--- src/rtl/ram_stream_loader.sv ---
// Purpose: writes one valid/ready frame into a single-port RAM, reads it back and compares additive checksums.
// Latency: the write happens on the beat's own edge; DONE is entered DEPTH+1 cycles after the final load beat.
// Backpressure: s_ready is high only in LOAD; s_valid=0 cycles stall the load with no side effects.
module ram_stream_loader #(
    parameter int DEPTH  = 784,
    parameter int WIDTH  = 4,
    parameter int CSUM_W = 16,
    localparam int AW    = $clog2(DEPTH)
) (
    input  logic              clk,
    input  logic              rst_n,
    input  logic              start,
    input  logic              s_valid,
    output logic              s_ready,
    input  logic [WIDTH-1:0]  s_data,
    input  logic              s_last,
    output logic              mem_wen,
    output logic [AW-1:0]     mem_addr,
    output logic [WIDTH-1:0]  mem_wdata,
    input  logic [WIDTH-1:0]  mem_rdata,
    output logic              busy,
    output logic              done,
    output logic              ok,
    output logic              err_len,
    output logic [AW:0]       count
);

    typedef enum logic [2:0] {
        S_IDLE,
        S_LOAD,
        S_VERIFY,
        S_DRAIN,
        S_DONE
    } state_t;

    localparam logic [AW-1:0] LAST = AW'(DEPTH - 1);

    state_t            state;
    logic [AW-1:0]     ptr;
    logic [CSUM_W-1:0] wr_sum;
    logic [CSUM_W-1:0] rd_sum;

    logic              beat;
    logic              at_last;
    logic [CSUM_W-1:0] s_data_ext;
    logic [CSUM_W-1:0] rdata_ext;
    logic [CSUM_W-1:0] rd_sum_next;

    // Status and handshake outputs are plain decodes of the state register.
    assign s_ready     = (state == S_LOAD);
    assign busy        = (state == S_LOAD) || (state == S_VERIFY) || (state == S_DRAIN);
    assign done        = (state == S_DONE);

    assign beat        = s_valid && s_ready;
    assign at_last     = (ptr == LAST);
    assign s_data_ext  = CSUM_W'(s_data);
    assign rdata_ext   = CSUM_W'(mem_rdata);
    assign rd_sum_next = rd_sum + rdata_ext;

    // The write is combinational off the beat so RAM captures it on the beat's own edge.
    assign mem_wen     = beat;
    assign mem_wdata   = s_data;

    // Address follows ptr while the frame is active and parks at 0 otherwise.
    always_comb begin
        mem_addr = '0;
        case (state)
            S_LOAD, S_VERIFY, S_DRAIN: mem_addr = ptr;
            default:                   mem_addr = '0;
        endcase
    end

    // Frame sequencer: load DEPTH beats, sweep DEPTH read addresses, drain the last read, report.
    always_ff @(posedge clk) begin
        if (!rst_n) begin
            state   <= S_IDLE;
            ptr     <= '0;
            count   <= '0;
            wr_sum  <= '0;
            rd_sum  <= '0;
            err_len <= 1'b0;
            ok      <= 1'b0;
        end else begin
            case (state)
                S_IDLE, S_DONE: begin
                    if (start) begin
                        state   <= S_LOAD;
                        ptr     <= '0;
                        count   <= '0;
                        wr_sum  <= '0;
                        rd_sum  <= '0;
                        err_len <= 1'b0;
                        ok      <= 1'b0;
                    end
                end
                S_LOAD: begin
                    if (beat) begin
                        count   <= count + 1'b1;
                        wr_sum  <= wr_sum + s_data_ext;
                        // s_last is only checked for position; it never shortens the frame.
                        err_len <= err_len | (s_last != at_last);
                        if (at_last) begin
                            state <= S_VERIFY;
                            ptr   <= '0;
                        end else begin
                            ptr <= ptr + 1'b1;
                        end
                    end
                end
                S_VERIFY: begin
                    // Read data lags the address by one cycle, so the first cycle has nothing to add.
                    if (ptr != '0) begin
                        rd_sum <= rd_sum_next;
                    end
                    if (at_last) begin
                        state <= S_DRAIN;
                    end else begin
                        ptr <= ptr + 1'b1;
                    end
                end
                S_DRAIN: begin
                    rd_sum <= rd_sum_next;
                    ok     <= (rd_sum_next == wr_sum) && !err_len;
                    state  <= S_DONE;
                end
                default: state <= S_IDLE;
            endcase
        end
    end

endmodule

--- config.mk ---
export PLATFORM = sky130hd
export DESIGN_NAME = ram_stream_loader
export DESIGN_NICKNAME = d
export VERILOG_FILES = /design/src/rtl/ram_stream_loader.sv
export SDC_FILE = /design/constraint.sdc
export NUM_CORES = 1
export LEC_CHECK = 0
export ABC_AREA = 0
export CAP_MARGIN = 5
export CORE_MARGIN = 3
export CORE_UTILIZATION = 56
export CTS_CLUSTER_DIAMETER = 200
export DETAILED_ROUTE_END_ITERATION = 6
export PLACE_DENSITY_LB_ADDON = 0.08
export SYNTH_ARGS = -nofsm -noshare
export SYNTH_HDL_FRONTEND = slang
export SYNTH_SLANG_ARGS = --single-unit
--- constraint.sdc ---
create_clock -name clk -period 3 [get_ports clk]
set_input_delay 0.6 -clock clk [delete_from_list [all_inputs] [get_ports clk]]
set_output_delay 0.6 -clock clk [all_outputs]
set_load 0.01 [all_outputs]
==> implementation parameters, run 1 <==
Parameter                              Value

Status
  Outcome    finished, final reports clean

Worst setup path
  Worst R2R Start    rd_sum[0]
  CP required    3.25 ns
  Setup slack on the worst flop-to-flop path    0.60 ns
  Highest cell delay on the worst timing path    0.46 ns
  Data arrival time at the worst-slack endpoint    3.02 ns
  Kind of end point of the critical path    flip-flop
  Largest fanout of any net on the critical path    3
  Slowest stage cell on the critical path    sky130_fd_sc_hd__clkdlybuf4s50_1
  Number of cells on the worst reg-to-reg path    9
  Critical setup path kind    in2reg
  R2R Path End    ok
  Cell breakdown of the critical path    clkdlybuf4s50_1 > ha_1 > inv_1 > fa_1 > nand2b_1 > a2111oi_4 > mux2i_1 > a311oi_1 > nand4_1 > o31ai_2
  Nature of the critical path startpoint    input port

Die
  Die boundary width    86.9 um
  Number of placement rows    28
  Total core area    6130 um2
  Die outline height    86.9 um
  Initial standard-cell utilization of the core    59.7%
  Die area    7550 um2
  Top-Level Pins    44

Clock network
  Total setup buffers inserted after CTS    0
  Clock tree from TritonCTS    done
  Depth of the CTS H-tree    3
  Worst-case clock buffer depth    2
  Cts hold-fix bufs    0
  Clock network latency to the later pin of the worst-skew pair    0.33 ns
  Clk slew on worst S/H paths    0.07 ns
  Clock sink total    58
  Post-cts resize count    0
  Num CTS Buffers    9
  Clock tree root driver cell    sky130_fd_sc_hd__clkbuf_8

Pwr
  LEAKAGE    1.61 nW
  Power Total    1.76 mW
  Ratio of total power to cell area    407 nW/um2
  Max VDD drop    267 uV

Drt
  Final ANT Viol Nets    0
  Drt total wl    8460 um
  Number of DRC violations after detailed-routing iteration 0    190
  Routed len/inst    15.4 um
  Detailed-route DRC error count    0
  Vias    3,174
  TritonRoute pass-1 iters    4
  Detailed-route vias per instance    5.79

Global routing
  Residual overflow from global routing    0
  Gr usage total    24.1%
  Largest net degree at the start of global routing    29
  Initial antenna violation count    0
  Global-route wire length before repair    14,600 um
  Via count of the first global-routing pass    3,074

Synthesis
  Net count after synthesis    456
  Number of enable-type register cells in the synthesized netlist    0
  Sequential share of the synthesized area    31.7%
  Number of synthesized register bits    58
  Cell types occupying the most area after synthesis    sky130_fd_sc_hd__dfxtp_1, sky130_fd_sc_hd__xnor2_1, sky130_fd_sc_hd__xor2_1, sky130_fd_sc_hd__nor2_1, sky130_fd_sc_hd__ha_1
  Distinct cell type count after synthesis    65
  Predominant post-synthesis flop cell    sky130_fd_sc_hd__dfxtp_1
  Leading cell types by count after synthesis    sky130_fd_sc_hd__dfxtp_1, sky130_fd_sc_hd__nor2_1, sky130_fd_sc_hd__xnor2_1
  Syn_area_per_cell    8.52 um2
  Count of yosys warnings during synthesis    0
  Post-synthesis instance area    3660 um2
  Share of async-settable or async-resettable flops after synthesis    0%
  Cell taking the most area after synthesis    sky130_fd_sc_hd__dfxtp_1
  Synth Instances    430
  Leading cell type by number of instances after synthesis    sky130_fd_sc_hd__dfxtp_1
  Yosys top cell area share    31.7%

STA
  WHS    0.479 ns
  Count of final hold-check violations    0
  Setup repair after global routing missed its margin    false
  Max Clock Skew    0.00667 ns
  Shortest period the worst path allows    2.77 ns
  Worst-Margin Slew    0.733 ns
  Upper clock frequency limit    361 MHz
  Max transition margin    51.0%
  Final cycle utilization of the critical path    92.4%
  Total of endpoints with negative setup slack in the final report    0
  Final number of max-transition violations    0

Cells and area
  Final instance count without filler cells    548
  Area growth syn-to-layout    18.0%
  Area used by multi-input combinational logic    2290 um2
  Number of antenna diodes    0
  Number of filler instances in the final layout    502
  Share of final-layout standard cells stronger than drive strength 1    8.67%
  Area taken by flip-flops and latches    1160 um2
  Post-layout net count    494

Place
  Final weighted congestion in routability-driven placement    0.905
  Post-placement cell count    532
  I/O Buffers    43
  DP Wirelength    6170 um

Worst hold path
  Startpoint of the most critical hold path    rd_sum[3]
  Cell depth of the worst min-delay path    2
  Path category of the worst min-delay check    reg2reg
  Min-Delay Endpoint    rd_sum[3]

Job
  Max_cap viols    0
registers in the layout (all words and copies together) (netlist names):
name and flops:
count 11, state 3, ok 1, wr_sum 16, err_len 1, ptr 10, rd_sum 16
per-stage QoR:
step	instance area [um2]	TNS (ns)	utilization (%)	setup slack, ns
after detailed placement	4100	-0.180	66.9	-0.101
after global placement	4100	-0.00639	66.9	-0.00639
final	4320	0	70.5	0.228
after CTS	4320	0	70.5	0.229
after global routing	4320	0	70.5	0.00693
after floorplan	3660	0	-	0.509
cells in the final DEF, fill, tap and decap left out, drive strengths merged, types with 4 or more instances in the layout:
cell type	Yosys	layout
a21boi	12	12
a21o	6	6
a21oi	20	20
and2	12	12
and3	6	6
buf	18	12
clkbuf	10	11
clkdlybuf4s50	0	43
dfxtp	58	58
ha	11	11
inv	9	9
nand2	23	23
nand2b	6	6
nand3	24	24
nand3b	7	7
nand4	9	9
nor2	50	50
nor2b	9	9
nor3	16	16
nor3b	4	4
nor4	4	4
o21ai	15	15
xnor2	28	28
xor2	23	23
final cells by class:
| cell class | count | share of cell area, % |
|---|---|---|
| timing repair buffer | 55 | 12.0 |
| sequential | 58 | 26.9 |
| tap | 75 | 2.17 |
| clock buffer | 11 | 3.27 |
| clock inverter | 5 | 1.79 |
| multi-input combinational | 335 | 53.1 |
| inverter | 9 | 0.781 |
cell families after synthesis:
kind of cell / after synthesis / share of synthesized area [%]
and+or+nand+nor: 186 / 28.0
AOI/OAI and AO/OA: 80 / 15.5
muxes: 3 / 0.820
buffers and inverters: 37 / 5.64
adders and majority gates: 13 / 4.85
DFF: 58 / 31.7
xor gates and xnor gates: 53 / 13.5
routing by layer:
layer / GRT usage, % / vias to the layer above / share of wire (%)
met5: 0 / - / 0
met4: 7.93 / 0 / 1.2
met3: 3.97 / 13 / 5.5
met2: 38.9 / 79 / 46
met1: 32.8 / 1492 / 47
li1: - / 1590 / -
critical path, delay by kind of cell:
kind | cells | cell delay (ns)
AOI/OAI and AO/OA | 3 | 0.82
adders and majority gates | 2 | 0.58
buffers and inverters | 2 | 0.52
and+or+nand+nor | 2 | 0.36
muxes | 1 | 0.14
how the worst max path moves through the flow:
stage                      start           to  slack (ns)  depth (start not counted)
floorplan           mem_rdata[0]           ok        0.51                          9
global placement    mem_rdata[0]   rd_sum[14]      -0.006                         11
detailed placement  mem_rdata[0]           ok       -0.10                         10
CTS                     state[0]      mem_wen        0.23                          3
global route            state[1]  mem_addr[4]       0.007                          4
finish              mem_rdata[0]           ok        0.23                         10
power breakdown:
group          switching, mW  internal, mW
Combinational         0.0891        0.0741
Sequential            0.0111         0.778
Clock                  0.318         0.488
No activity file was read; power rests on OpenSTA's default activity.
==> run 2, diff against run 1 <==
- CORE_ASPECT_RATIO: default -> 0.9
==> run 2 against run 1 <==
Global-route usage shrank 0.26 points. Final area rose by 1.1%. Cell count increased by 2.4%. Setup slack lost 0.041 ns. Highest routed layer unchanged. Maximum frequency decreased by 1.5%. Register-to-register slack gained 0.02 ns. Via count grew 1.9%. Sequential power hardly changed.
==> implementation parameters, run 2 (same netlist as run 1, synthesis figures left out) <==
Parameter                              Value

STA
  Total of endpoints with negative setup slack in the final report    0 (unchanged)
  Final number of max-transition violations    0 (unchanged)
  Max Clock Skew    0.00852 ns (+0.00185 ns)
  WHS    0.488 ns (+0.00893 ns)
  Minimum setup slack in the final design    0.187 ns (-0.0411 ns)
  Shortest period the worst path allows    2.81 ns (+0.0411 ns)
  Upper clock frequency limit    356 MHz (-1.5%)
  Max transition margin    46.3% (-4.7 points)
  Count of final hold-check violations    0 (unchanged)
  Worst-Margin Slew    0.803 ns (+0.0700 ns)
  Setup repair after global routing missed its margin    false
  Final cycle utilization of the critical path    93.8% (+1.4 points)

Die
  Die area    7550 um2 (about the same)
  Total core area    6220 um2 (+1.4%)
  Die outline height    82.7 um (-4.8%)
  Number of placement rows    27 (-3.6%)
  Top-Level Pins    44 (unchanged)
  Initial standard-cell utilization of the core    58.9% (-0.82 points)
  Die boundary width    91.2 um (+5.0%)

Global routing
  Residual overflow from global routing    0 (unchanged)
  Largest net degree at the start of global routing    29 (unchanged)
  Via count of the first global-routing pass    2,996 (-2.5%)
  Gr usage total    23.9% (-0.26 points)
  Global-route wire length before repair    14,400 um (-1.6%)
  Initial antenna violation count    0 (unchanged)

Worst hold path
  Path category of the worst min-delay check    reg2reg

Clock network
  Depth of the CTS H-tree    3 (unchanged)
  Clock network latency to the later pin of the worst-skew pair    0.34 ns (about the same)
  Post-cts resize count    0 (unchanged)
  Clk slew on worst S/H paths    0.07 ns (about the same)
  Num CTS Buffers    9 (unchanged)
  Clock tree root driver cell    sky130_fd_sc_hd__clkbuf_8
  Clock tree from TritonCTS    done
  Cts hold-fix bufs    0 (unchanged)
  Worst-case clock buffer depth    2 (unchanged)
  Total setup buffers inserted after CTS    0 (unchanged)
  Clock sink total    58 (unchanged)

Cells and area
  Post-route cell area    4370 um2 (+1.1%)
  Area growth syn-to-layout    19.3%
  Post-layout net count    495 (+0.20%)
  Number of filler instances in the final layout    553 (+10%)
  Most common library cell in the layout ignoring fill and taps    sky130_fd_sc_hd__dfxtp_1
  Most frequent cells in the layout    sky130_fd_sc_hd__dfxtp_1, sky130_fd_sc_hd__nor2_1, sky130_fd_sc_hd__clkdlybuf4s50_1
  Number of antenna diodes    0 (unchanged)
  Post-layout util    70.3% (-0.20 points)
  Largest registers    rd_sum: 16 flops, wr_sum: 16 flops, count: 11 flops
  Share of final-layout standard cells stronger than drive strength 1    8.65% (-0.018 points)

Job
  Max_cap viols    0 (unchanged)

Pwr
  Ratio of total power to cell area    422 nW/um2 (+3.9%)
  Max VDD drop    342 uV (+28%)
  LEAKAGE    1.63 nW (+1.1%)

Drt
  Routed len/inst    15.0 um (-2.6%)
  Number of DRC violations after detailed-routing iteration 0    242 (+27%)
  Detailed-route DRC error count    0 (unchanged)
  Final ANT Viol Nets    0 (unchanged)
  Detailed-route vias per instance    5.77 (-0.44%)
  Vias    3,235 (+1.9%)
  Drt total wl    8430 um (-0.31%)
  TritonRoute pass-1 iters    5 (+1)

Worst setup path
  Slowest stage cell on the critical path    sky130_fd_sc_hd__dfxtp_1
  Nature of the critical path startpoint    flip-flop
  Largest fanout of any net on the critical path    10 (+7)
  Kind of end point of the critical path    primary output
  Cell breakdown of the critical path    nor2_1 > nor2_1 > and2_1 > clkdlybuf4s50_1
  Highest cell delay on the worst timing path    0.58 ns (+0.12 ns)
  CP most frequent cell    sky130_fd_sc_hd__nor2_1
  Critical setup path kind    reg2out
  CP required    2.40 ns (-0.85 ns)
  Data arrival time at the worst-slack endpoint    2.21 ns (-0.81 ns)

Place
  I/O Buffers    43 (unchanged)
  Placement Cell Area    4130 um2 (+0.55%)
  DP Wirelength    6120 um (-0.85%)
  Final weighted congestion in routability-driven placement    0.973 (+7.6%)
  Place WS    -0.108 ns (-0.00637 ns)

Status
  Outcome    finished, final reports clean
## run 2: final cells by class
cell class	instances	area [um2]	area share [%]
Clock buffer	12	145	3.32
Multi-Input combinational cell	335	2290	52.5
Timing Repair Buffer	56	528	12.1
Inverter	9	33.8	0.773
Sequential cell	58	1160	26.6
Clock inverter	4	98.8	2.26
Tap cell	87	109	2.49
## run 2: final timing paths
kind	start	to	slack, ns	depth (start not counted)
hold reg to reg	rd_sum[3]	rd_sum[3]	0.49	2
setup / recovery	state[1]	mem_addr[6]	0.19	4
hold / removal	rd_sum[3]	rd_sum[3]	0.49	2
setup reg to reg	rd_sum[0]	ok	0.62	9
## run 2: stage by stage
| step | cells | total power [mW] | TNS, ns |
|---|---|---|---|
| after detailed placement | 545 | 0.968 | -0.247 |
| after global placement | 545 | 0.964 | -0.00981 |
| final | 561 | 1.85 | 0 |
| after floorplan | 430 | 0.908 | 0 |
| after CTS | 561 | 1.86 | 0 |
| after global routing | 561 | 1.91 | 0 |
## run 2: where the power goes
part	internal [mW]	leakage, nW	switching, mW
Combinational	0.0743	1.04	0.0877
Sequential	0.778	0.468	0.0110
Clock	0.577	0.121	0.319
Total	1.43	1.63	0.417
## run 2: worst max-delay path, delay by kind of cell (launching register included)
kind / cells / cell delay, ns
flops: 1 / 0.58
simple gates: 3 / 0.76
buf+inv: 1 / 0.53
## run 2: layer usage
layer | up-vias | global-route usage (%) | part of all wire (%)
li1 | 1587 | - | -
met1 | 1533 | 31.9 | 48
met2 | 104 | 38.9 | 44
met3 | 11 | 6.34 | 6.0
met4 | 0 | 5.42 | 1.1
met5 | - | 0 | 0
